## src/rtl/operand_entry.sv

```systemverilog
// Operand entry: captures switch values into NUM_OPS packed slots with undo/clear/ack.
// Define OPERAND_CONFIRM_EDGE_EN to act on confirm/undo rising edges instead of levels.
module operand_entry #(
  parameter int WIDTH   = 4,
  parameter int NUM_OPS = 2,
  localparam int IDX_W  = (NUM_OPS > 2) ? $clog2(NUM_OPS) : 1
) (
  input  logic                     clk,
  input  logic                     reset,
  input  logic [WIDTH-1:0]         sw,
  input  logic                     confirm,
  input  logic                     undo,
  input  logic                     clear,
  input  logic                     ack,
  output logic [WIDTH*NUM_OPS-1:0] operands,
  output logic [IDX_W-1:0]         slot_idx,
  output logic                     ops_valid
);

  typedef enum logic {COLLECT, FULL} state_t;

  localparam logic [IDX_W-1:0] LAST_IDX = IDX_W'(NUM_OPS - 1);

  state_t                   state;
  state_t                   state_next;
  logic [WIDTH*NUM_OPS-1:0] operands_next;
  logic [IDX_W-1:0]         idx_next;
  logic                     confirm_q;
  logic                     undo_q;

`ifdef OPERAND_CONFIRM_EDGE_EN
  logic confirm_prev;
  logic undo_prev;

  always_ff @(posedge clk or posedge reset) begin
    if (reset) begin
      confirm_prev <= 1'b0;
      undo_prev    <= 1'b0;
    end else begin
      confirm_prev <= confirm;
      undo_prev    <= undo;
    end
  end

  assign confirm_q = confirm & ~confirm_prev;
  assign undo_q    = undo & ~undo_prev;
`else
  assign confirm_q = confirm;
  assign undo_q    = undo;
`endif

  always_ff @(posedge clk or posedge reset) begin
    if (reset) begin
      state    <= COLLECT;
      operands <= '0;
      slot_idx <= '0;
    end else begin
      state    <= state_next;
      operands <= operands_next;
      slot_idx <= idx_next;
    end
  end

  // Priority: clear > ack (FULL only) > undo > confirm (COLLECT only).
  always_comb begin
    state_next    = state;
    operands_next = operands;
    idx_next      = slot_idx;
    if (clear) begin
      state_next    = COLLECT;
      operands_next = '0;
      idx_next      = '0;
    end else if (ack && state == FULL) begin
      state_next = COLLECT;
      idx_next   = '0;
    end else if (undo_q) begin
      if (state == FULL) begin
        operands_next[(NUM_OPS-1)*WIDTH +: WIDTH] = '0;
        state_next = COLLECT;
        idx_next   = LAST_IDX;
      end else if (slot_idx != '0) begin
        idx_next = slot_idx - 1'b1;
        for (int k = 0; k < NUM_OPS; k++) begin
          if (IDX_W'(k) == idx_next) operands_next[k*WIDTH +: WIDTH] = '0;
        end
      end
    end else if (confirm_q && state == COLLECT) begin
      for (int k = 0; k < NUM_OPS; k++) begin
        if (IDX_W'(k) == slot_idx) operands_next[k*WIDTH +: WIDTH] = sw;
      end
      if (slot_idx == LAST_IDX) state_next = FULL;
      else idx_next = slot_idx + 1'b1;
    end
  end

  always_comb begin
    ops_valid = (state == FULL);
  end

endmodule

```

## config.mk

```make
export PLATFORM = sky130hd
export DESIGN_NAME = operand_entry
export DESIGN_NICKNAME = d
export VERILOG_FILES = /design/src/rtl/operand_entry.sv
export SDC_FILE = /design/constraint.sdc
export NUM_CORES = 1
export LEC_CHECK = 0
export CAP_MARGIN = 30
export CORE_AREA = 3 3 40 42
export DETAILED_ROUTE_END_ITERATION = 10
export DIE_AREA = 0 0 43 45
export PLACE_DENSITY = 0.71
export SKIP_LAST_GASP = 1
export SYNTH_ARGS = -nofsm -noshare
export SYNTH_HDL_FRONTEND = slang
export SYNTH_SLANG_ARGS = --single-unit
export TNS_END_PERCENT = 10
```

## constraint.sdc

```tcl
create_clock -name clk -period 1.57 [get_ports clk]
set_input_delay 0.471 -clock clk [delete_from_list [all_inputs] [get_ports clk]]
set_output_delay 0.471 -clock clk [all_outputs]
set_load 0.01 [all_outputs]
```

==> results.md, run 1 <==
- Placed wire-length estimate: 850 µm
- Die area: 1940 µm²
- Port bufs: 19
- Die H: 45 µm
- Cell family with the largest share of critical-path delay: buffers and inverters
- Power Dens Cells: 832 nW/µm²
- Vias: 419
- H-tree depth: 1
- CTS root buffer: clkbuf_4
- Req. time, crit path: 1.10 ns
- Final setup fails: 8
- Final setup skew: 0.000209 ns
- Die width: 43 µm
- CP Capture Type: output pin
- Filler cell count in the final layout: 115
- Final Worst Setup Slack: -0.0586 ns
- YS warnings: 0
- Area Growth Syn to Fin: 54.5%
- Startpoint types: register
- Clock sinks: 10
- Main combinational cell family by area after synthesis: simple AND/OR/NAND/NOR gates
- Post-synthesis simple-gate area fraction: 0.217
- Number of diodes: 0
- Maximum VDD drop: 472 µV
- Placed inst area: 711 µm²
- Cell variety after synth: 17
- 1st-iter DRT viols: 4
- Synth Register Bits: 10
- CP max stage delay: 0.55 ns
- Initial antenna violation count: 0
- Compound-cell area share of the yosys netlist: 0.158
- Leakage Power: 0.347 nW
- Nets: 78
- Grt total ovfl: 0
- Maximum Capacitance Violations: 0
- Post-Layout Cell Count: 82
- Seq pwr share: 0.446
- Number of buffers and inverters on the critical path: 1
- Top cells by area, synth: dfrtp_1 52%, mux2i_1 8.3%, a22o_1 7.2%
- Comb pwr share: 0.185
- Cts bufs inserted: 3
- Router iterations before antenna repair: 4
- Placed Instances: 78
- Final ANT Viol Nets: 0
- Slowest CP cell: clkdlybuf4s50_1
- CTS tree: built
- Critical Path AT: 1.16 ns
- Path type of the worst setup path: register to output pin
- DRC: 0
- Via density: 5.11
- Layout cells sized above 1: 0.179
- Routed WL: 1090 µm
- Clock power share: 0.369
- Xor and xnor area share after synthesis: 0
- Leading area contributor after synthesis: dfrtp_1
- Seq/Total Area, Yosys: 0.517
- Sw power: 0.146 mW
- CP Cell Sequence: clkdlybuf4s50_1
- Sw frac: 0.234
- Initial Util: 0.377
- Failing checks: negative setup slack
- Post-synthesis adder-cell area fraction: 0
- # IOs: 20
- Max Fclk: 614 MHz
- Max Buffers Root-to-Sink: 2
- Worst-Margin Slew: 0.389 ns
- Worst skew pair latency: 0.26 ns
- Part of the cycle the worst path needs: 1.04
- Multiplexer area fraction after synthesis: 0.0827
- CP Max Fanout: 2
- Int Power: 0.477 mW
- RSZ-0062 raised after global routing: yes
- Vias in the first global route: 440
- Power after layout: 0.622 mW
- Final hold vios: 0
- Synthesized Nets: 52
- Fin crit period: 1.63 ns
- Slew HR: 0.740
- Design Area, Final: 748 µm²
- Clock slew at the register clock pins of the worst setup and hold paths: 0.07 ns
- Netlist Area Pre-Place: 484 µm²
- Setup crit start: operands[1]
- HP Class: primary input to async pin
- Status: finished, violations left
- Slew Limit Fails: 0
- Mapped Cells: 42
- Routability cong.: 0.733
- Reg2reg start: slot_idx
- Pin count of the biggest net entering global routing: 11
- Post-synth top area share: 0.517
- Core area: 1280 µm²
- Std cell rows: 13
- GRT Overall Usage: 0.138
- Global-route wire length before repair: 1940 µm
- Wire per inst: 13.3 µm
- Syn avg cell area: 11.5 µm²
registers in the layout, indices dropped and copies added (netlist names):
name,flops
ops_valid,1
slot_idx,1
operands,8
final cells by class:
class | count | area (µm²) | share of cell area
sequential | 10 | 250 | 0.334
multi-input combinational | 29 | 221 | 0.296
timing repair buffer | 22 | 214 | 0.286
clock buffer | 4 | 36.3 | 0.0485
tap | 15 | 18.8 | 0.0251
inverter | 2 | 7.51 | 0.0100
power groups by stage:
stage / combinational [mW] / clock, mW / sequential, mW
after detailed placement: 0.118 / 0 / 0.282
after global routing: 0.126 / 0.242 / 0.279
after global placement: 0.116 / 0 / 0.282
after floorplan: 0.0409 / 0 / 0.292
final: 0.115 / 0.230 / 0.278
after CTS: 0.117 / 0.237 / 0.278
timing repair:
item                                    4_1_cts  5_1_grt
endpoints found under the hold margin         0        0
gates resized for setup                       1        1
buffers inserted                              0        0
endpoints found under the setup margin       10       13
hold buffers                                  0        0
cells in the mapped netlist:
library cell	instances
nand3b_1	1
nor4b_2	1
a311oi_2	1
nor3b_2	2
dfrtp_1	10
inv_1	2
nand2_1	8
a21oi_2	1
mux2i_1	4
nor2_1	1
a2bb2oi_1	1
nor3_1	2
buf_2	1
a2111oi_0	1
a22o_1	4
and2_1	1
and2b_1	1
routing by layer:
layer  GRT usage  wire (µm)  up-vias  part of all wire
met3      0.0398        106        4             0.097
met4      0.0904         21        0             0.019
met2       0.228        508       18              0.47
met5           0          0        -                 0
li1            -          -      204                 -
met1       0.156        456      193              0.42
stage by stage:
stage	setup slack [ns]	hold WS (ns)	utilization	TNS, ns
final	-0.0586	0.481	0.582	-0.379
after global routing	-0.100	0.522	0.582	-0.744
after CTS	-0.0749	0.486	0.580	-0.562
after detailed placement	-0.191	0.501	0.553	-1.36
after global placement	-0.175	0.498	0.553	-1.21
after floorplan	0.221	0.311	-	0
logic make-up (layout without fill, tap and decap cells):
| kind of cell | after synthesis | count (layout) |
|---|---|---|
| multiplexers | 4 | 4 |
| AND/OR/NAND/NOR | 17 | 17 |
| AO/OA/AOI/OAI | 8 | 8 |
| buffers and inverters | 3 | 28 |
| flip-flops | 10 | 10 |
final timing paths:
path	cells past startpoint	to	slack [ns]
worst max-delay path	1	operands[1]	-0.06
worst min-delay path	2	operands[7]	0.48
worst max register to register	4	operands[0]	0.23
worst min register to register	1	operands[1]	0.51
max in group asynchronous	2	slot_idx	0.82
min in group clk	1	operands[1]	0.51
worst reg2reg max path, cell delays in order (launching register included):
cell and delay (ns):
dfrtp_1 0.38, buf_4 0.17, nor4b_2 0.32, a311oi_2 0.12
a22o_1 0.26
layout by cell type (no fill, tap or decap):
cell type        count
clkbuf_4             3
nand3b_1             1
nor4b_2              1
buf_4                3
mux2i_1              4
a2bb2oi_1            1
nor3_1               2
nor2_1               1
and2b_1              1
dlygate4sd2_1        1
clkdlybuf4s50_1     17
clkbuf_8             1
dfrtp_1             10
inv_1                2
a21oi_2              1
a311oi_2             1
dlymetal6s2s_1       1
nand2_1              8
a2111oi_0            1
nor3b_2              2
and2_1               1
a22o_1               4
No activity file was read; power rests on OpenSTA's default activity.
==> run 2: changes to the inputs <==
--- a/config.mk
+++ b/config.mk
@@ -10,7 +10,6 @@
 export DETAILED_ROUTE_END_ITERATION = 10
 export DIE_AREA = 0 0 43 45
 export PLACE_DENSITY = 0.71
-export SKIP_LAST_GASP = 1
 export SYNTH_ARGS = -nofsm -noshare
 export SYNTH_HDL_FRONTEND = slang
 export SYNTH_SLANG_ARGS = --single-unit
==> run 2 against run 1 <==
Compared with the run above:
- worst hold slack got worse by 0.0011 ns
- utilization fell by 0.58 points
- first-iteration DRC count rose by 50%
- fmax rose by 8.8%
- global-route usage did not move
- final area fell by 1.0%
- highest routed layer unchanged
- critical endpoint is now operands[3]
- the flow now finishes without violations
- sequential cell count did not move
- sequential power barely moved
- critical path type is now primary input to register
- non-clock buffer count did not move
- wire length rose by 0.27%
==> results.md, run 2 (synthesis gave the netlist of run 1 again) <==
- Status: finished, final reports clean
- Initial antenna violation count: 0
- HP Class: primary input to async pin
- Critical Path AT: 1.70 ns
- Nets: 78
- Slew HR: 0.743
- Die area: 1940 µm²
- Initial Util: 0.377
- RSZ-0062 raised after global routing: no
- DRC: 0
- Cts bufs inserted: 3
- CTS root buffer: clkbuf_4
- Power Dens Cells: 829 nW/µm²
- Placed inst area: 711 µm²
- Final hold vios: 0
- Worst-Margin Slew: 0.385 ns
- Comb pwr share: 0.178
- Routability cong.: 0.733
- Maximum Capacitance Violations: 0
- Path type of the worst setup path: primary input to register
- 1st-iter DRT viols: 6
- Commonest non-fill, non-tap cells in the layout: 10 x dfrtp_1, 10 x dlygate4sd2_1, 9 x clkdlybuf4s50_1, 8 x nand2_1
- Seq pwr share: 0.451
- Pin count of the biggest net entering global routing: 11
- Final Core Density: 0.576
- Int Power: 0.470 mW
- Clock power share: 0.371
- Grt total ovfl: 0
- Design Area, Final: 741 µm²
- Die H: 45 µm
- CTS tree: built
- Std cell rows: 13
- Biggest register: operands
- GRT Overall Usage: 0.138
- Area Growth Syn to Fin: 53.0%
- Startpoint types: primary input
- Req. time, crit path: 1.77 ns
- Max FFs per register: 8
- Slew Limit Fails: 0
- Global-route wire length before repair: 1940 µm
- Maximum VDD drop: 468 µV
- Placed Instances: 78
- Leakage Power: 0.369 nW
- Clock slew at the register clock pins of the worst setup and hold paths: 0.06 ns
- Post-Layout Cell Count: 82
- CTS hold repair buffers: 0
- H-tree depth: 1
- Setup Fix Bufs, Post-CTS: 0
- Wire per inst: 13.3 µm
- Placed wire-length estimate: 850 µm
- Final setup fails: 0
- Number of diodes: 0
- CP Max Fanout: 6
- Clock sinks: 10
- Final ANT Viol Nets: 0
- Vias in the first global route: 440
- Max Buffers Root-to-Sink: 2
- Max Fclk: 668 MHz
- Worst skew pair latency: 0.26 ns
- Part of the cycle the worst path needs: 0.954
- Setup_tns: 0 ns
- Layout cells sized above 1: 0.179
- Filler cell count in the final layout: 125
- Port bufs: 19
- # IOs: 20
- Via density: 5.15
- Core area: 1280 µm²
- Final setup skew: 0.000787 ns
- Router iterations before antenna repair: 4
- Sw frac: 0.235
- Sw power: 0.144 mW
- Routed WL: 1090 µm
- Vias: 422
- Die width: 43 µm
- Fin crit period: 1.50 ns
- CP Capture Type: register
run 2: path summary, 6_finish.rpt:
path / cells past startpoint / slack [ns] / to / from
max reg2reg: 4 / 0.24 / operands[3] / slot_idx
min reg2reg: 1 / 0.51 / operands[1] / operands[1]
max in group asynchronous: 2 / 0.82 / slot_idx / reset
max: 4 / 0.07 / operands[3] / undo
min in group clk: 1 / 0.51 / operands[1] / operands[1]
min: 2 / 0.48 / operands[7] / reset
run 2: power by group through the flow:
stage / logic, mW / clock network, mW / registers, mW
floorplan: 0.0409 / 0 / 0.292
global placement: 0.116 / 0 / 0.282
detailed placement: 0.118 / 0 / 0.282
CTS: 0.109 / 0.237 / 0.277
global route: 0.120 / 0.242 / 0.279
finish: 0.109 / 0.228 / 0.277
run 2: final cells by class:
cell class,instances,area (µm²),share of cell area
clock buffer,4,36.3,0.0490
inverter,2,7.51,0.0101
sequential,10,250,0.338
tap,15,18.8,0.0253
timing repair buffer,22,200,0.270
multi-input combinational,29,228,0.307
run 2: what timing repair did:
action / in CTS / in global routing
resized for setup: 10 / 1
setup endpoints to repair: 10 / 4
cloned: 0 / 0
endpoints found under the hold margin: 0 / 0
run 2: critical path, cell delays in order:
cell             delay [ns]
clkdlybuf4s50_1        0.46
buf_4                  0.18
a311oi_2               0.38
a22o_1                 0.20
run 2: metal layers:
layer  global-route usage  wire, µm
met1                0.156       444
met2                0.228       527
met3               0.0398       100
met4               0.0904        21
met5                    0         0
run 2: through the flow:
step           setup WS [ns]  total power [mW]  hold slack, ns
2_1_floorplan          0.221             0.333           0.311
3_3_place_gp          -0.175             0.399           0.498
3_5_place_dp          -0.191             0.400           0.501
4_1_cts               0.0915             0.623           0.486
5_1_grt               0.0159             0.641           0.522
6_report              0.0726             0.614           0.480
==> run 3: changes to the inputs <==
--- a/config.mk
+++ b/config.mk
@@ -6,10 +6,12 @@
 export NUM_CORES = 1
 export LEC_CHECK = 0
 export CAP_MARGIN = 30
-export CORE_AREA = 3 3 40 42
+export CELL_PAD_IN_SITES_DETAIL_PLACEMENT = 2
+export CELL_PAD_IN_SITES_GLOBAL_PLACEMENT = 2
+export CORE_AREA = 3 3 45 57
 export DETAILED_ROUTE_END_ITERATION = 10
-export DIE_AREA = 0 0 43 45
-export PLACE_DENSITY = 0.71
+export DIE_AREA = 0 0 48 60
+export PLACE_DENSITY = 0.72
 export SYNTH_ARGS = -nofsm -noshare
 export SYNTH_HDL_FRONTEND = slang
 export SYNTH_SLANG_ARGS = --single-unit
==> run 3 against run 2 <==
Compared with the run above:
- clock skew about the same
- register-to-register slack worse by 0.04 ns
- wire length up 47%
- die area up 49%
- setup slack better by 0.065 ns
- via count up 8.1%
- sequential cell count unchanged
- critical path type unchanged
- largest power group unchanged
- highest routed layer unchanged
==> results.md, run 3 (synthesis gave the netlist of run 1 again) <==
- Number of diodes: 0
- Clock sinks: 10
- Pin count of the biggest net entering global routing: 11
- Routability cong.: 0.745
- Int Power: 0.480 mW
- Startpoint types: primary input
- DRC: 0
- Part of the cycle the worst path needs: 0.912
- Via density: 5.01
- CP Max Fanout: 5
- Setup Fix Bufs, Post-CTS: 0
- Grt total ovfl: 0
- Clock slew at the register clock pins of the worst setup and hold paths: 0.07 ns
- Maximum Capacitance Violations: 0
- Area Growth Syn to Fin: 67.7%
- Max Buffers Root-to-Sink: 2
- CTS tree: built
- Multi-input gate area: 258 µm²
- Port bufs: 19
- Final Core Density: 0.401
- Placed wire-length estimate: 1220 µm
- CTS hold repair buffers: 0
- CTS root buffer: clkbuf_4
- Filler cell count in the final layout: 226
- Std cell rows: 18
- HP Class: primary input to async pin
- Die area: 2880 µm²
- Initial antenna violation count: 0
- Layout cells sized above 1: 0.239
- Status: finished, final reports clean
- Initial Util: 0.239
- Max Fclk: 698 MHz
- Vias in the first global route: 510
- Max FFs per register: 8
- Global-route wire length before repair: 2530 µm
- H-tree depth: 1
- Core area: 2030 µm²
- # IOs: 20
- Comb pwr share: 0.201
- Fin crit period: 1.43 ns
- Storage element area: 250 µm²
- Final setup fails: 0
- Final setup skew: 0.000482 ns
- Seq pwr share: 0.424
- Design Area, Final: 812 µm²
- RSZ-0062 raised after global routing: no
- Maximum VDD drop: 310 µV
- Router iterations before antenna repair: 2
- Wire per inst: 17.6 µm
- Die H: 60 µm
- GRT Overall Usage: 0.135
- Critical Path AT: 1.63 ns
- Placed inst area: 747 µm²
- Commonest non-fill, non-tap cells in the layout: 10 x dfrtp_1, 10 x dlygate4sd2_1, 8 x nand2_1, 7 x clkdlybuf4s50_1, 7 x buf_4
- Routed WL: 1610 µm
- Slew HR: 0.716
- Nets: 82
- CP Capture Type: register
- Biggest register: operands
- Leakage Power: 0.413 nW
- Worst skew pair latency: 0.27 ns
- Vias: 456
- Req. time, crit path: 1.77 ns
- Power Dens Cells: 804 nW/µm²
- Final ANT Viol Nets: 0
- Sw power: 0.173 mW
- Slew Limit Fails: 0
- Die width: 48 µm
- Worst-Margin Slew: 0.425 ns
- Sw frac: 0.265
- Final hold vios: 0
- Cts bufs inserted: 3
- Clock power share: 0.375
- 1st-iter DRT viols: 3
- FF-to-FF setup slack: 0.20 ns
- Path type of the worst setup path: primary input to register
## run 3: changes by cell type in the layout (fill, tap and decap cells not counted), sizes merged
cell | before | now
buf | 3 | 7
clkdlybuf4s50 | 9 | 7
dlymetal6s2s | 0 | 2
## run 3: worst paths after layout
path | cells past startpoint | startpoint | end
max | 4 | clear | operands[6]
min | 2 | reset | slot_idx
max reg2reg | 4 | slot_idx | operands[2]
min reg2reg | 1 | operands[1] | operands[1]
max in group asynchronous | 2 | reset | operands[6]
min in group clk | 1 | operands[1] | operands[1]
## run 3: power by group through the flow
stage / Sequential, mW / Clock, mW / Combinational [mW]
floorplan: 0.292 / 0 / 0.0409
global placement: 0.282 / 0 / 0.125
detailed placement: 0.283 / 0 / 0.131
CTS: 0.277 / 0.252 / 0.123
global route: 0.278 / 0.262 / 0.144
finish: 0.277 / 0.245 / 0.132
## run 3: worst max-delay path, cell delays in order
cell             delay [ns]
clkdlybuf4s50_1        0.58
a21oi_2                0.21
buf_4                  0.17
mux2i_1                0.19
## run 3: through the flow
step / cells / total power [mW] / hold slack (ns) / TNS (ns) / setup WS, ns
2_1_floorplan: 42 / 0.333 / 0.311 / 0 / 0.221
3_3_place_gp: 87 / 0.408 / 0.493 / -1.35 / -0.187
3_5_place_dp: 87 / 0.414 / 0.503 / -2.13 / -0.292
4_1_cts: 91 / 0.652 / 0.499 / -0.00387 / -0.00387
5_1_grt: 91 / 0.684 / 0.527 / 0 / 0.0834
6_report: 91 / 0.653 / 0.491 / 0 / 0.138
## run 3: area by class of cell
type / count / share of cell area
multi-input combinational: 29 / 0.317
sequential: 10 / 0.308
timing repair buffer: 26 / 0.290
clock buffer: 4 / 0.0447
tap: 20 / 0.0308
inverter: 2 / 0.00924
## run 3: metal layers
layer / vias up / track usage / part of all wire
met4: 0 / 0.0962 / 0.034
met3: 6 / 0.0211 / 0.062
met2: 19 / 0.229 / 0.53
li1: 211 / - / -
met1: 220 / 0.144 / 0.37
met5: - / 0 / 0
## run 3: repair_timing
item | 4_1_cts | 5_1_grt
endpoints found under the setup margin | 11 | 6
pin swaps | 0 | 2
resized for setup | 10 | 8
